**config.mk**
```make
export PLATFORM = sky130hd
export DESIGN_NAME = uart_rx
export DESIGN_NICKNAME = d
export VERILOG_FILES = /design/src/rtl/uart_pkg.sv /design/src/rtl/uart_sync2.sv /design/src/rtl/uart_rx.sv
export SDC_FILE = /design/constraint.sdc
export NUM_CORES = 1
export LEC_CHECK = 0
export ABC_AREA = 1
export ABC_CLOCK_PERIOD_IN_PS = 1700
export CAP_MARGIN = 25
export CORE_UTILIZATION = 58
export CTS_BUF_LIST = sky130_fd_sc_hd__clkbuf_2 sky130_fd_sc_hd__clkbuf_4 sky130_fd_sc_hd__clkbuf_8
export DETAILED_ROUTE_END_ITERATION = 10
export HOLD_SLACK_MARGIN = 0.15
export PLACE_DENSITY = 0.91
export SYNTH_ARGS = -nofsm -noshare
export SYNTH_HDL_FRONTEND = slang
export SYNTH_SLANG_ARGS = --single-unit
```
**constraint.sdc**
```tcl
create_clock -name clk -period 1.7 [get_ports clk]
set_input_delay 0.34 -clock clk [delete_from_list [all_inputs] [get_ports clk]]
set_output_delay 0.34 -clock clk [all_outputs]
set_load 0.01 [all_outputs]
```
**src/rtl/uart_pkg.sv**
```systemverilog
// uart_pkg: shared types and constants for the UART receive path.
// Contents: receiver state enum, default frame parameters, oversampling
// constants and a width helper used to size counters.
package uart_pkg;

    typedef enum logic [2:0] {
        ST_IDLE   = 3'd0,
        ST_START  = 3'd1,
        ST_DATA   = 3'd2,
        ST_PARITY = 3'd3,
        ST_STOP   = 3'd4
    } rx_state_t;

    localparam int unsigned DEF_DBIT    = 8;
    localparam int unsigned DEF_SB_TICK = 16;
    localparam int unsigned OVERSAMPLE  = 16;
    localparam int unsigned MID_SAMPLE  = 7;

    // Counter width for values 0..v-1, never narrower than one bit.
    function automatic int unsigned clog2_min1(input int unsigned v);
        return (v <= 2) ? 1 : $clog2(v);
    endfunction

endpackage

```
**src/rtl/uart_sync2.sv**
```systemverilog
// uart_sync2: generic two-flop synchronizer for a single asynchronous bit.
// Ports:
//   clk   - sampling clock
//   reset - synchronous active-high reset, loads RESET_VAL into both flops
//   d     - asynchronous input
//   q     - synchronized output (2 clk latency)
module uart_sync2 #(
    parameter bit RESET_VAL = 1'b1
) (
    input  logic clk,
    input  logic reset,
    input  logic d,
    output logic q
);

    logic meta;

    always_ff @(posedge clk) begin
        if (reset) begin
            meta <= RESET_VAL;
            q    <= RESET_VAL;
        end else begin
            meta <= d;
            q    <= meta;
        end
    end

endmodule

```
**src/rtl/uart_rx.sv**
```systemverilog
// uart_rx: 16x oversampling UART receiver (start, DBIT data LSB-first,
// optional parity, stop) clocked by the shared baud tick s_tick.
// Ports:
//   clk, reset    - clock and synchronous active-high reset
//   s_tick        - one-clk 16x oversample enable
//   rx            - asynchronous serial input, idles high
//   rx_dout       - last received data word
//   rx_done_tick  - one-clk pulse when a frame completes
//   frame_err     - stop bit sampled low (held until next rx_done_tick)
//   parity_err    - parity mismatch (held until next rx_done_tick)
//   busy          - high whenever the receiver is not idle
module uart_rx
    import uart_pkg::*;
#(
    parameter int unsigned DBIT       = DEF_DBIT,
    parameter int unsigned SB_TICK    = DEF_SB_TICK,
    parameter bit          PARITY_EN  = 1'b0,
    parameter bit          PARITY_ODD = 1'b0
) (
    input  logic            clk,
    input  logic            reset,
    input  logic            s_tick,
    input  logic            rx,
    output logic [DBIT-1:0] rx_dout,
    output logic            rx_done_tick,
    output logic            frame_err,
    output logic            parity_err,
    output logic            busy
);

    // Tick counter must reach SB_TICK-1 for 1.5/2 stop bits as well as 15.
    localparam int unsigned S_W = ($clog2(SB_TICK) > 4) ? $clog2(SB_TICK) : 4;
    localparam int unsigned N_W = clog2_min1(DBIT);

    rx_state_t       state_q, state_d;
    logic [S_W-1:0]  s_q, s_d;
    logic [N_W-1:0]  n_q, n_d;
    logic [DBIT-1:0] b_q, b_d;
    logic            armed_q, armed_d;
    logic            perr_q, perr_d;
    logic            rx_s;

    logic [DBIT-1:0] dout_d;
    logic            done_d, ferr_d, perr_out_d, busy_d;

    uart_sync2 #(.RESET_VAL(1'b1)) u_sync (
        .clk   (clk),
        .reset (reset),
        .d     (rx),
        .q     (rx_s)
    );

    // State, datapath and output registers.
    always_ff @(posedge clk) begin
        if (reset) begin
            state_q      <= ST_IDLE;
            s_q          <= '0;
            n_q          <= '0;
            b_q          <= '0;
            armed_q      <= 1'b0;
            perr_q       <= 1'b0;
            rx_dout      <= '0;
            rx_done_tick <= 1'b0;
            frame_err    <= 1'b0;
            parity_err   <= 1'b0;
            busy         <= 1'b0;
        end else begin
            state_q      <= state_d;
            s_q          <= s_d;
            n_q          <= n_d;
            b_q          <= b_d;
            armed_q      <= armed_d;
            perr_q       <= perr_d;
            rx_dout      <= dout_d;
            rx_done_tick <= done_d;
            frame_err    <= ferr_d;
            parity_err   <= perr_out_d;
            busy         <= busy_d;
        end
    end

    // Next-state and datapath update.
    always_comb begin
        state_d = state_q;
        s_d     = s_q;
        n_d     = n_q;
        b_d     = b_q;
        armed_d = armed_q;
        perr_d  = perr_q;
        case (state_q)
            ST_IDLE: begin
                // A falling edge only counts once the line has been seen high.
                if (rx_s) begin
                    armed_d = 1'b1;
                end else if (armed_q) begin
                    s_d     = '0;
                    state_d = ST_START;
                end
            end
            ST_START: begin
                if (s_tick) begin
                    if (s_q == S_W'(MID_SAMPLE)) begin
                        if (!rx_s) begin
                            s_d     = '0;
                            n_d     = '0;
                            state_d = ST_DATA;
                        end else begin
                            state_d = ST_IDLE;
                        end
                    end else begin
                        s_d = s_q + S_W'(1);
                    end
                end
            end
            ST_DATA: begin
                if (s_tick) begin
                    if (s_q == S_W'(OVERSAMPLE - 1)) begin
                        s_d = '0;
                        b_d = {rx_s, b_q[DBIT-1:1]};
                        if (n_q == N_W'(DBIT - 1)) begin
                            state_d = PARITY_EN ? ST_PARITY : ST_STOP;
                        end else begin
                            n_d = n_q + N_W'(1);
                        end
                    end else begin
                        s_d = s_q + S_W'(1);
                    end
                end
            end
            ST_PARITY: begin
                if (s_tick) begin
                    if (s_q == S_W'(OVERSAMPLE - 1)) begin
                        // Zero for a correctly formed frame of either sense.
                        perr_d  = (^b_q) ^ rx_s ^ PARITY_ODD;
                        s_d     = '0;
                        state_d = ST_STOP;
                    end else begin
                        s_d = s_q + S_W'(1);
                    end
                end
            end
            ST_STOP: begin
                if (s_tick) begin
                    if (s_q == S_W'(SB_TICK - 1)) begin
                        // A low stop bit disarms until the line recovers high.
                        if (!rx_s) begin
                            armed_d = 1'b0;
                        end
                        state_d = ST_IDLE;
                    end else begin
                        s_d = s_q + S_W'(1);
                    end
                end
            end
            default: state_d = ST_IDLE;
        endcase
    end

    // Next values of the registered outputs.
    always_comb begin
        dout_d     = rx_dout;
        done_d     = 1'b0;
        ferr_d     = frame_err;
        perr_out_d = parity_err;
        busy_d     = (state_d != ST_IDLE);
        if (state_q == ST_STOP && s_tick && s_q == S_W'(SB_TICK - 1)) begin
            dout_d     = b_q;
            done_d     = 1'b1;
            ferr_d     = ~rx_s;
            perr_out_d = PARITY_EN ? perr_q : 1'b0;
        end
    end

endmodule

```
Yosys cells after proc, flatten, opt, wreduce, memory -nomap -nowiden
Index checks and enable logic that the tools add are counted.
- add/subtract/negate cells: 2
- multiply operators: 0
- div/mod/pow operators: 0
- $lt $le $gt $ge: 0
- equality and inequality tests: 22
- shifts and indexed selects: 0
- multiplexer cells: 36
- bitwise operators: 1
- reduce and logical (&&, ||, !) cells: 12
- operators by type and width (operator ; number):
    3-bit 2-to-1 mux ; 17
    4-bit 2-to-1 mux ; 9
    2-bit inequality test, second input constant ; 12
    4-bit one-hot mux with 4 select lines ; 1
    3-bit one-hot mux with 5 select lines ; 1
    8-bit AND reduction ; 1
    7-bit AND reduction ; 1
    3-bit by 2-bit == test with 1-bit output, second input constant ; 2
    3-bit == test, second input constant ; 2
    3-bit one-hot mux with 2 select lines ; 1
    1-bit 2-to-1 mux ; 5
    5-bit AND reduction ; 1
    4-bit by 1-bit adder with 4-bit output, second input constant ; 1
    4-bit by 3-bit == test with 1-bit output, second input constant ; 1
    4-bit == test, second input constant ; 1
    2-bit by 1-bit inequality test with 1-bit output, second input constant ; 2
    2-bit nonzero test ; 2
    4-bit nonzero test ; 1
    3-bit by 1-bit adder with 3-bit output, second input constant ; 1
    3-bit by 1-bit == test with 1-bit output, second input constant ; 1
    3-bit zero test ; 1
    3-bit inequality test, second input constant ; 1
    3-bit AND reduction ; 1
    3-bit nonzero test ; 1
    other kinds (5) ; 6
- bits in registers: 32
- bits in latches: 0
- bits in writable memories: 0
- bits in read-only memories: 0
- input bits: 4
- output and inout bits: 12
- word-level logic and storage cells: 84
- memories: 0

Logic depth before layout (Yosys ltp)
- depth in word-level cells: 6
- depth in mapped cells: 11
- depth with buffers taken out: 11

Modules after synthesis
A second synthesis with hierarchy kept.
- cell total of the unflattened synthesis: 219
- area, all modules: 1520.2 um^2
- by module, submodules not included (module ; times used ; cells an instance ; area each (um^2)):
    uart_rx ; 1 ; 212 ; 1461.4
    uart_sync2 ; 1 ; 7 ; 58.8

Worst setup path after synthesis
Ideal clock, no wire load.
- path type: reg2reg
- start point: register s_q[0]
- end point: register n_q[0]
- library setup time: 0.114 ns
- data arrival time: 1.208 ns
- required time: 1.586 ns
- setup slack: 0.378 ns
- cell stages (with the launch flop): 9
- buffers on the path: 0
- clock period less this slack: 1.322 ns
- path through: dfxtp_1 > ha_1 > nand2_2 > nor2_4 > nand2_1 > a21oi_4 > nand2_4 > o21bai_1 > nor2_1
- word-level cells in the longest chain between the ends: 3
- elaborated cells on any way between the ends: 5
- classes of those cells: 4 x eq/ne; 1 x reduce/logical
- RTL lines (item ; RTL line ; source):
    start, declared ; uart_rx.sv:36 ; logic [S_W-1:0] s_q, s_d;
    start signal, assigned ; uart_rx.sv:57 ; s_q <= '0;
    start signal, assigned ; uart_rx.sv:69 ; s_q <= s_d;
    4-bit == test or 4-bit by 3-bit == test with 1-bit output (tied branches) ; uart_rx.sv:117, uart_rx.sv:102 ;
    2-bit inequality test (no line) ; -- ;
    7-bit AND reduction (no line) (*) ; -- ;
    end signal, assigned ; uart_rx.sv:70 ; n_q <= n_d;
    end, declared ; uart_rx.sv:37 ; logic [N_W-1:0] n_q, n_d;
Mark *: on every way between the ends. The rest lies on a longest branch, timed or not.
A chain may end at the register's enable or synchronous reset.

Worst setup path after layout
- start point: register s_q[1]
- end point: register rx_dout[4]
- word-level cells in the longest chain between the ends: 2
- RTL lines (item ; RTL line ; source):
    4-bit == test ; uart_rx.sv:166 ; if (state_q == ST_STOP && s_tick && s_q == S_W'(SB_TICK - 1)) begin
    1-bit logical AND ; uart_rx.sv:166 ;
    end signal, assigned ; uart_rx.sv:74 ; rx_dout <= dout_d;
    end, declared ; uart_rx.sv:24 ; output logic [DBIT-1:0] rx_dout,
Every way passes these cells.

==> flow_metrics.tcl <==
set metrics [dict create \
    grt-ovfl-total 0 \
    fp-row-count 18 \
    critPathRequiredTime_ps 1960 \
    final_core_utilization_pct 71.5 \
    pwr-share-seq_pct 59.6 \
    syn-num-nets 225 \
    yosysSeqAreaShare_pct 41.4 \
    power_per_cell_area_mw_per_mm2 721 \
    p_leak_nw 0.868 \
    globalplace.congestion 0.880 \
    die_h_um 53.6 \
    hp-start "u_sync.meta" \
    grt_pass1_wl_um 5400 \
    die_area_mm2 0.00288 \
    critPathKind "reg2reg" \
    grt_pass1_vias 1279 \
    drt_iter0_markers 41 \
    wire_per_inst_um 12.2 \
    ctsHoldBuffers 0 \
    first_pass_iters 4 \
    period_minus_slack_ps 1590 \
    layout-drive-gt1-share_pct 17.6 \
    fmax_mhz 629 \
    vias 1402 \
    highest_layer "met4" \
    synth_top_area_cell "dfxtp_1" \
    synth-seq-cells 32 \
    power_switching_mw 0.306 \
    cp.arrival_ps 1850 \
    cts-root-buf "clkbuf_4" \
    timing.critical_path.cells "ha_1 -> nand2_2 -> nor2_4 -> nand2_4 -> nor2_4 -> buf_12 -> o21ai_0 -> nor2_1" \
    drv_slew 0 \
    hold_viol 0 \
    ys_types 25 \
    coreArea_mm2 0.00250 \
    nets 244 \
    worstHoldPathCells 1 \
    ir_drop_mv 0.548 \
    cp-end-kind "flip-flop" \
    slowest_stage "dfxtp_1" \
    worstReg2RegEnd "rx_dout[4]" \
    avgSynthCellArea_um2 7.09 \
    antenna_found_initial 0 \
    grt_setup_unrepaired "no" \
    pin_count 16 \
    yosys_warnings 0 \
    start_kind "flip-flop" \
    routed_wl_um 3280 \
    n_antenna_cell 0 \
    grtUsageTotal_pct 26.7 \
    internal-power_mw 0.983 \
    io_buffer_count 14 \
    comb_power_share_pct 5.3 \
    ff2ff_setup_slack_ps 110 \
    place_hpwl_um 2360 \
    maxCapViolations 0 \
    initial_core_util_pct 61.9 \
    die_x_um 53.6 \
    netlist.area_leader.share_pct 41.4 \
    cts_tree "done" \
    cts_buffers 5 \
    ys_top_cells_by_area "dfxtp_1 41%, nor2_1 12%, nand2_1 8.7%" \
    clk_path_buf_depth 2 \
    drc 0 \
    synthToLayoutAreaGrowth_pct 15.5 \
    synth_area_mm2 0.00155 \
    ctsResizeCount 0 \
    fin_worst_skew_ps 9.55 \
    hold_path_end "u_sync.q" \
    final_antenna_net_count 0 \
    wl_met3_um 144 \
    holdCritPathClass "reg2reg" \
    cp_common_cell "nor2_4" \
    wl_met1_um 1490 \
    synthCells 218 \
    path_max_fanout 10 \
    status "finished, final reports clean" \
    clk_pin_slew_ps 100 \
    wl_met2_um 1560 \
    ff2ff_path_depth 8 \
    tightest_slew_ps 591 \
    slew_headroom_pct 60.5 \
    critical_path.max_stage_delay_ps 370 \
    insertion_delay_ps 320 \
    clockPowerShare_pct 35.2 \
    switching_share_pct 23.8 \
    cts_setup_buffers 0 \
    cts_sinks 32 \
    timing.hold.ws_ps 419 \
    final.fill_count 209 \
    viasPerCell 5.23 \
    timing.final.crit_share_pct 93.5 \
    ctsHtreeMaxLevel 2 \
    setup_violations 0 \
    rr_startpoint "s_q[1]" \
    grt_max_degree 24 \
]
[cell usage after synthesis, drive strengths merged]
library cell	count
or2	2
o21ai	21
ha	3
conb	1
nand4	2
nand3	16
nor2	59
a211oi	1
buf	4
nand2	45
dfxtp	32
inv	21
o21bai	2
clkbuf	1
a21oi	7
xor2	1
[routing by layer]
| metal | global-route usage [%] | vias to the layer above |
|---|---|---|
| met3 | 5.37 | 8 |
| li1 | - | 725 |
| met4 | 11.8 | 0 |
| met1 | 30.7 | 625 |
| met2 | 47.3 | 44 |
| met5 | 0 | - |
[worst max-delay path by stage]
stage                     startpoint          to  slack, ps  depth (start not counted)
after floorplan               s_q[0]      n_q[0]        380                          8
after global placement        s_tick      s_q[3]        100                          8
after detailed placement       reset  rx_dout[4]        -10                          4
after CTS                     s_q[0]  rx_dout[4]         90                          8
after global routing          s_q[1]  rx_dout[4]          8                          8
final                         s_q[1]  rx_dout[4]        110                          8
[cell usage in the layout, fill, tap and decap left out, types with 4 or more instances in the layout]
cell type	instances
a21oi_1	6
clkbuf_4	5
clkdlybuf4s50_1	14
dfxtp_1	31
inv_1	12
inv_2	9
nand2_1	36
nand2_2	7
nand3_1	16
nor2_1	51
nor2_2	5
o21ai_0	17
o21ai_1	4
[final cells by class]
cell class / count / area (µm²) / area share [%]
multi-input combinational: 160 / 792 / 44.3
clock inverter: 2 / 10.0 / 0.560
clock buffer: 6 / 51.3 / 2.87
tap: 30 / 37.5 / 2.10
timing repair buffer: 17 / 175 / 9.80
inverter: 21 / 78.8 / 4.41
sequential: 32 / 642 / 35.9
[critical path, delay by kind of cell, from the launching register on]
family / cells / cell delay (ps)
flip-flops: 1 / 370
buffers and inverters: 1 / 140
AND/OR/NAND/NOR: 5 / 700
adder cells (fa/ha/maj): 1 / 190
AO/OA/AOI/OAI: 1 / 100
[flip-flops by register name, indices dropped and copies added (netlist names), 3 cells and up]
name,cells
s_q,4
b_q,8
rx_dout,8
state_q,3
n_q,3
[metrics by stage]
stage               area [µm²]  TNS, ps  setup WS (ps)  power, mW  cells
floorplan                 1550        0            378      0.831    218
global placement          1720        0           97.0      0.850    260
detailed placement        1720    -10.8          -10.8      0.852    260
CTS                       1790        0           85.7       1.30    268
global route              1790        0           8.46       1.34    268
finish                    1790        0            110       1.29    268
[power groups by stage]
stage / Clock [mW] / Sequential (mW) / Combinational (mW)
2_1_floorplan: 0 / 0.783 / 0.0482
3_3_place_gp: 0 / 0.784 / 0.0654
3_5_place_dp: 0 / 0.785 / 0.0672
4_1_cts: 0.461 / 0.768 / 0.0675
5_1_grt: 0.495 / 0.769 / 0.0757
6_report: 0.453 / 0.768 / 0.0677
[kinds of logic after synthesis]
| group | Yosys count | share of synthesized area (%) |
|---|---|---|
| and+or+nand+nor | 124 | 36.4 |
| xor gates and xnor gates | 1 | 0.566 |
| other | 1 | 0.242 |
| DFF | 32 | 41.4 |
| buffers and inverters | 26 | 7.36 |
| adders and majority gates | 3 | 2.43 |
| AOI/OAI and AO/OA | 31 | 11.6 |
(Power assumes the default switching activity.)
